==> src/rtl/mem_port_arbiter.sv <==
// Shares one single-port RAM between instruction fetch and load/store; data wins contention
// except when fetch has lost STARVE_MAX contested cycles in a row. Reads return 1 cycle after grant.
module mem_port_arbiter #(
    parameter int ADDR_W     = 16,
    parameter int DATA_W     = 32,
    parameter int STARVE_MAX = 3
) (
    input  logic              clk,
    input  logic              reset,
    input  logic              f_req,
    input  logic [ADDR_W-1:0] f_addr,
    output logic              f_gnt,
    output logic              f_rvalid,
    output logic [DATA_W-1:0] f_rdata,
    input  logic              d_req,
    input  logic              d_we,
    input  logic [ADDR_W-1:0] d_addr,
    input  logic [DATA_W-1:0] d_wdata,
    output logic              d_gnt,
    output logic              d_rvalid,
    output logic [DATA_W-1:0] d_rdata,
    output logic              ram_en,
    output logic              ram_we,
    output logic [ADDR_W-1:0] ram_addr,
    output logic [DATA_W-1:0] ram_wdata,
    input  logic [DATA_W-1:0] ram_rdata,
    output logic [15:0]       conflict_cnt
);

    localparam int SW = (STARVE_MAX < 1) ? 1 : $clog2(STARVE_MAX + 1);
    localparam logic [SW-1:0] STARVE_LIM = SW'(STARVE_MAX);

    typedef enum logic [1:0] {IDLE, RD_F, RD_D} state_t;

    state_t        state, state_nxt;
    logic [SW-1:0] starve_cnt;
    logic          contested;
    logic          starve_hit;

    assign contested  = f_req & d_req;
    assign starve_hit = (starve_cnt == STARVE_LIM);

    // Grants are forced low during reset so nothing reaches the RAM regardless of requests.
    always_comb begin
        f_gnt = 1'b0;
        d_gnt = 1'b0;
        if (!reset) begin
            if (f_req && (!d_req || starve_hit)) begin
                f_gnt = 1'b1;
            end else if (d_req) begin
                d_gnt = 1'b1;
            end
        end
    end

    always_comb begin
        ram_en    = f_gnt | d_gnt;
        ram_we    = 1'b0;
        ram_addr  = '0;
        ram_wdata = '0;
        if (f_gnt) begin
            ram_addr = f_addr;
        end else if (d_gnt) begin
            ram_we    = d_we;
            ram_addr  = d_addr;
            ram_wdata = d_wdata;
        end
    end

    always_ff @(posedge clk or posedge reset) begin
        if (reset) begin
            starve_cnt   <= '0;
            conflict_cnt <= '0;
        end else begin
            if (f_gnt) begin
                starve_cnt <= '0;
            end else if (contested && d_gnt && !starve_hit) begin
                starve_cnt <= starve_cnt + 1'b1;
            end
            if (contested && (conflict_cnt != 16'hFFFF)) begin
                conflict_cnt <= conflict_cnt + 16'd1;
            end
        end
    end

    always_ff @(posedge clk or posedge reset) begin
        if (reset) begin
            state <= IDLE;
        end else begin
            state <= state_nxt;
        end
    end

    // Response tracking: re-evaluated every cycle, so a new grant overlaps the previous response.
    always_comb begin
        state_nxt = IDLE;
        f_rvalid  = 1'b0;
        d_rvalid  = 1'b0;
        if (f_gnt) begin
            state_nxt = RD_F;
        end else if (d_gnt && !d_we) begin
            state_nxt = RD_D;
        end
        case (state)
            RD_F:    f_rvalid = 1'b1;
            RD_D:    d_rvalid = 1'b1;
            default: ;
        endcase
    end

    assign f_rdata = ram_rdata;
    assign d_rdata = ram_rdata;

endmodule

==> config.mk <==
export PLATFORM = sky130hd
export DESIGN_NAME = mem_port_arbiter
export DESIGN_NICKNAME = d
export VERILOG_FILES = /design/src/rtl/mem_port_arbiter.sv
export SDC_FILE = /design/constraint.sdc
export NUM_CORES = 1
export LEC_CHECK = 0
export BUFFER_PORTS_ARGS = -buffer_cell sky130_fd_sc_hd__buf_2
export CORE_AREA = 2 2 90 92
export DETAILED_ROUTE_END_ITERATION = 16
export DIE_AREA = 0 0 92 94
export PLACE_DENSITY_LB_ADDON = 0.08
export REMOVE_ABC_BUFFERS = 1
export SLEW_MARGIN = 25
export SYNTH_ARGS = -nofsm -noshare
export SYNTH_HDL_FRONTEND = slang
export SYNTH_SLANG_ARGS = --single-unit
==> constraint.sdc <==
create_clock -name clk -period 4.9 [get_ports clk]
set_clock_uncertainty 0.2 [all_clocks]
set_input_delay 0.735 -clock clk [delete_from_list [all_inputs] [get_ports clk]]
set_output_delay 0.735 -clock clk [all_outputs]
set_load 0.03 [all_outputs]
* After elaboration in Yosys (flattened, before gate mapping)
Index checks and enable logic that the tools add are counted.
** Storage, ports and cells
- Word-level logic and storage cells :: 38
- Output and inout bits :: 134
- Bits in registers :: 20
** Cells by class
- Bitwise gates (word level) :: 2
- Reduce and logical (&&, ||, !) cells :: 10
- Add/sub/neg operators :: 2
- Eq/ne operators :: 4
- Muxes and demuxes :: 17
** Operators by type and width (count)
- 2-to-1 mux 32 bit :: 2
- 2-to-1 mux 16 bit :: 2
- adder 16 x 1 -> 16 bit (second input constant) :: 1
- inequality test 16 bit (second input constant) :: 1
- 2-to-1 mux 1 bit :: 9
- 2-to-1 mux 2 bit :: 4
- logical AND 1 bit :: 5
- equality test 2 bit (second input constant) :: 2
- logical NOT 1 bit :: 3
- adder 2 x 1 -> 2 bit (second input constant) :: 1
- equality test 2 x 1 -> 1 bit (second input constant) :: 1
- nonzero test 2 bit :: 1
- bitwise AND 1 bit :: 1
- logical OR 1 bit :: 1
- bitwise OR 1 bit :: 1

* Longest topological paths before layout
- Word-level depth :: 9
- Depth in mapped cells :: 5
- Depth with buffers taken out :: 5

* Worst setup path after synthesis
No wires, ideal clock.
- Kind :: input-to-output
- Start point :: input port reset
- End point :: output port ram_addr[10]
- Buffers on the path :: 1
- Cell stages on the path :: 5
- Path slack :: 1.280 ns
- Arrival time :: 2.685 ns
- Path through :: inv_1 -> nand2_1 -> nor2_1 -> clkbuf_1 -> a22o_1
** Between the ends
- Elaborated cells between the ends (all ways) :: 4
- Those cells by class :: mux: 4
** RTL lines
- start, declared :: RTL line 9 : input logic reset,
- 2-to-1 mux 1 bit :: RTL line 47 : if (!reset) begin
- net f_gnt :: RTL line 12 : output logic f_gnt,
- 2-to-1 mux 16 bit :: RTL line 61 : if (f_gnt) begin
- end, declared :: RTL line 24 : output logic [ADDR_W-1:0] ram_addr,
The timed path passes the listed nets, and every way through them passes these cells.

* Final worst setup path
- Start point :: input port reset
- End point :: output port ram_addr[13]
** Between the ends
- Word-level cells in the longest chain between the ends :: 3
- Elaborated cells between the ends (all ways) :: 4
- Those cells by class :: mux: 4
** Ends and longest elaborated chain
- 2-to-1 mux 1 bit :: RTL line 47
- 2-to-1 mux 16 bit :: RTL line 63 : end else if (d_gnt) begin
- 2-to-1 mux 16 bit * :: RTL line 61
Every way passes the cells marked *; elsewhere a longest branch is shown, timed or not.

==> results by group <==
Placement
  – Final HPWL DP: 8820 um
  – Gpl congestion: 0.849
  – Port Buffer Count: 138
  – Pre-CTS setup slack: 1790 ps

Timing
  – Fin crit period: 3050 ps
  – Worst slew margin: 72.2%
  – Worst Max-Slew Pin Slew: 413 ps
  – Setup ws final: 1850 ps
  – Fin. Hold Viols: 0
  – RSZ-0062 raised after global routing: false
  – Min Hold Slack: 311 ps
  – Final period util: 62.3%
  – Fmax: 327 MHz
  – Final setup fails: 0
  – Max Slew Vio Count: 0

Floorplan
  – Core region area: 0.00761 mm2
  – IO Pins: 235
  – DIE HEIGHT: 94 um
  – Initial Utilization: 24.2%
  – Die Wd: 92 um
  – Die footprint: 0.00865 mm2
  – Site Rows: 32

Yosys
  – Distinct cells, synth: 29
  – Multiplexer share of the synthesized area: 2.45%
  – YS warnings: 0
  – Register area share after synthesis: 27.2%
  – Area share of fa/ha/maj cells after synthesis: 1.36%
  – Post-Syn Instances: 213
  – Synth Area in XOR/XNOR: 4.76%
  – Post-Syn Area: 0.00184 mm2
  – Post-synthesis compound-gate area fraction: 11.2%
  – Yosys reg bits: 20
  – Largest family of logic cells by synthesized area: buffers and inverters
  – Avg Synthesized Cell Area: 8.64 um2
  – Simple-gate share of the synthesized area: 25.2%

Route
  – First DRT Iteration DRCs: 58
  – Via density: 4.64
  – Mean routed wirelength per cell: 25.5 um
  – Total Wirelength: 9960 um
  – Final ANT Viol Nets: 0
  – Vias post-DR: 1816
  – Pre-Repair DR Iteration Count: 4
  – DRC: 0

Clock tree
  – CTS Sinks: 20
  – Clk_lat worst skew: 260 ps
  – CTS tree: yes
  – Total CTS buffers: 3
  – Post-CTS setup buffer count: 0
  – Worst-path clk slew: 70 ps
  – Max Buffers Root-to-Sink: 2
  – Root buf cell: clkbuf_8
  – Post-CTS Hold Fix Bufs: 0
  – Post_cts resized: 0
  – Htree depth: 1

Hold path
  – Origin of the worst min-delay path: starve_cnt[1]
  – HP Class: reg2reg
  – Hold path cells: 2
  – End of the worst hold path: starve_cnt[1]

Global routing
  – Total grt overflow: 0
  – Initial antenna violation count: 2
  – Vias in the first global route: 1850
  – Wire length of the first global-routing pass: 13700 um
  – Tot GR Track Use: 22.8%
  – Largest net degree at the start of global routing: 52

Worst setup path
  – CP delay by family, top: buffers and inverters
  – Worst Path Required: 3960 ps
  – CP Cell Sequence: buf_2 > inv_1 > buf_4 > nand2_1 > nor2_1 > buf_4 > a22o_1 > buf_2
  – Critical path type: in2out
  – Reg2Reg Setup Slack: 2690 ps
  – R2R cell count: 5
  – CP Launch Type: input pin
  – Worst Path Arrival: 2120 ps
  – Crit-path max FO: 21
  – CP Capture Type: output port
  – Crit path buf inv count: 5
  – Crit-path slowest cell: buf_4
  – CP peak stage delay: 280 ps
  – Crit Reg-Reg Endpoint: conflict_cnt[14]
  – RR Startpoint: conflict_cnt[0]

Power
  – Pleak: 1.28 nW
  – Power Dens Cells: 284 mW/mm2
  – Worst IR Drop VDD: 0.0000866 V

Finish
  – Final Core Density: 29.4%
  – Layout area overhead: 21.5%
  – Share of cells above drive strength 1: 53.3%
  – Nets: 392
  – Fillers: 861

Status
  – Status: finished, final reports clean

Job
  – Maxcap violations: 0
[layout make-up]
type / count / area [um2] / share of cell area, %
flip-flops and latches: 20 / 500 / 22.4
multi-input cells: 121 / 841 / 37.6
well taps: 102 / 128 / 5.71
diodes: 2 / 5.00 / 0.224
repair buffers: 141 / 713 / 31.9
clock buffers: 3 / 41.3 / 1.85
inverters: 2 / 7.51 / 0.336
[Yosys cell counts, drive strengths merged]
| cell type | instances | area (um2) |
|---|---|---|
| a211oi | 1 | 7.51 |
| a21o | 1 | 7.51 |
| a22o | 16 | 140 |
| a31oi | 3 | 18.8 |
| and2 | 33 | 206 |
| buf | 65 | 485 |
| clkbuf | 5 | 18.8 |
| dfrtp | 20 | 500 |
| ha | 2 | 25.0 |
| inv | 2 | 7.51 |
| mux2 | 4 | 45.0 |
| nand2 | 9 | 33.8 |
| nand2b | 1 | 6.26 |
| nand3 | 6 | 30.0 |
| nand4 | 4 | 40.0 |
| nor2 | 9 | 33.8 |
| nor2b | 3 | 18.8 |
| nor3 | 6 | 30.0 |
| nor3b | 1 | 7.51 |
| nor4 | 3 | 33.8 |
| o21ai | 5 | 25.0 |
| o31ai | 1 | 7.51 |
| or2 | 1 | 6.26 |
| or3 | 1 | 6.26 |
| or4 | 1 | 11.3 |
| xor2 | 10 | 87.6 |
[stage by stage]
step	power [mW]	setup TNS, ps	std cells	cell area (um2)
3_5_place_dp	0.532	0	386	2190
5_1_grt	0.675	0	389	2230
4_1_cts	0.643	0	389	2230
6_report	0.636	0	391	2240
2_1_floorplan	0.421	-5960	143	1340
3_3_place_gp	0.535	0	386	2190
[worst max-delay path by stage]
stage | start | endpoint | slack (ps) | cells after the start
floorplan | d_req | ram_addr[0] | -140 | 3
global route | reset | ram_addr[13] | 1630 | 8
finish | reset | ram_addr[13] | 1850 | 8
global placement | reset | ram_addr[13] | 1740 | 8
CTS | reset | ram_addr[13] | 1790 | 8
detailed placement | reset | ram_addr[13] | 1790 | 8
[power by group]
group | leakage (nW) | internal, mW | total [mW] | switching, mW
Combinational | 1.00 | 0.0976 | 0.281 | 0.183
Sequential | 0.259 | 0.197 | 0.245 | 0.0484
Clock | 0.0216 | 0.0548 | 0.110 | 0.0551
Total | 1.28 | 0.349 | 0.636 | 0.287
[registers in the layout, indices dropped and copies added, names as in the netlist]
signal,flops
starve_cnt,2
conflict_cnt,16
state,2
[cell usage in the layout, fill, tap and decap left out, types with 2 or more instances in the layout]
| cell | instances |
|---|---|
| nor2b_1 | 3 |
| nand4_1 | 3 |
| nand2_1 | 9 |
| and2_1 | 33 |
| nor2_1 | 9 |
| a31oi_1 | 3 |
| clkbuf_8 | 3 |
| xor2_1 | 10 |
| ha_1 | 2 |
| mux2_2 | 4 |
| nor4_1 | 2 |
| diode_2 | 2 |
| nor3_1 | 6 |
| buf_4 | 3 |
| buf_2 | 138 |
| inv_1 | 2 |
| nand3_1 | 6 |
| o21ai_0 | 5 |
| dfrtp_1 | 20 |
| a22o_1 | 16 |
[worst min-delay path, delay by kind of cell (launching register included)]
family / cells / cell delay [ps]
simple gates: 1 / 50
flops: 1 / 350
compound gates: 1 / 70
[cells by family (layout without fill, tap and decap cells)]
group / Yosys count / in the layout
adder cells (fa/ha/maj): 2 / 2
AND/OR/NAND/NOR: 78 / 78
flip-flops: 20 / 20
multiplexers: 4 / 4
XOR/XNOR: 10 / 10
AO/OA/AOI/OAI: 27 / 27
buffers and inverters: 72 / 146
other: 0 / 2
[routing by layer]
layer / up-vias / track usage [%] / part of all wire [%]
li1: 809 / - / -
met1: 768 / 23.8 / 37
met2: 227 / 33.1 / 40
met3: 10 / 21.7 / 22
met4: 2 / 3.86 / 1.1
met5: - / 6.41 / 0.67
No activity file was read; power rests on OpenSTA's default activity.
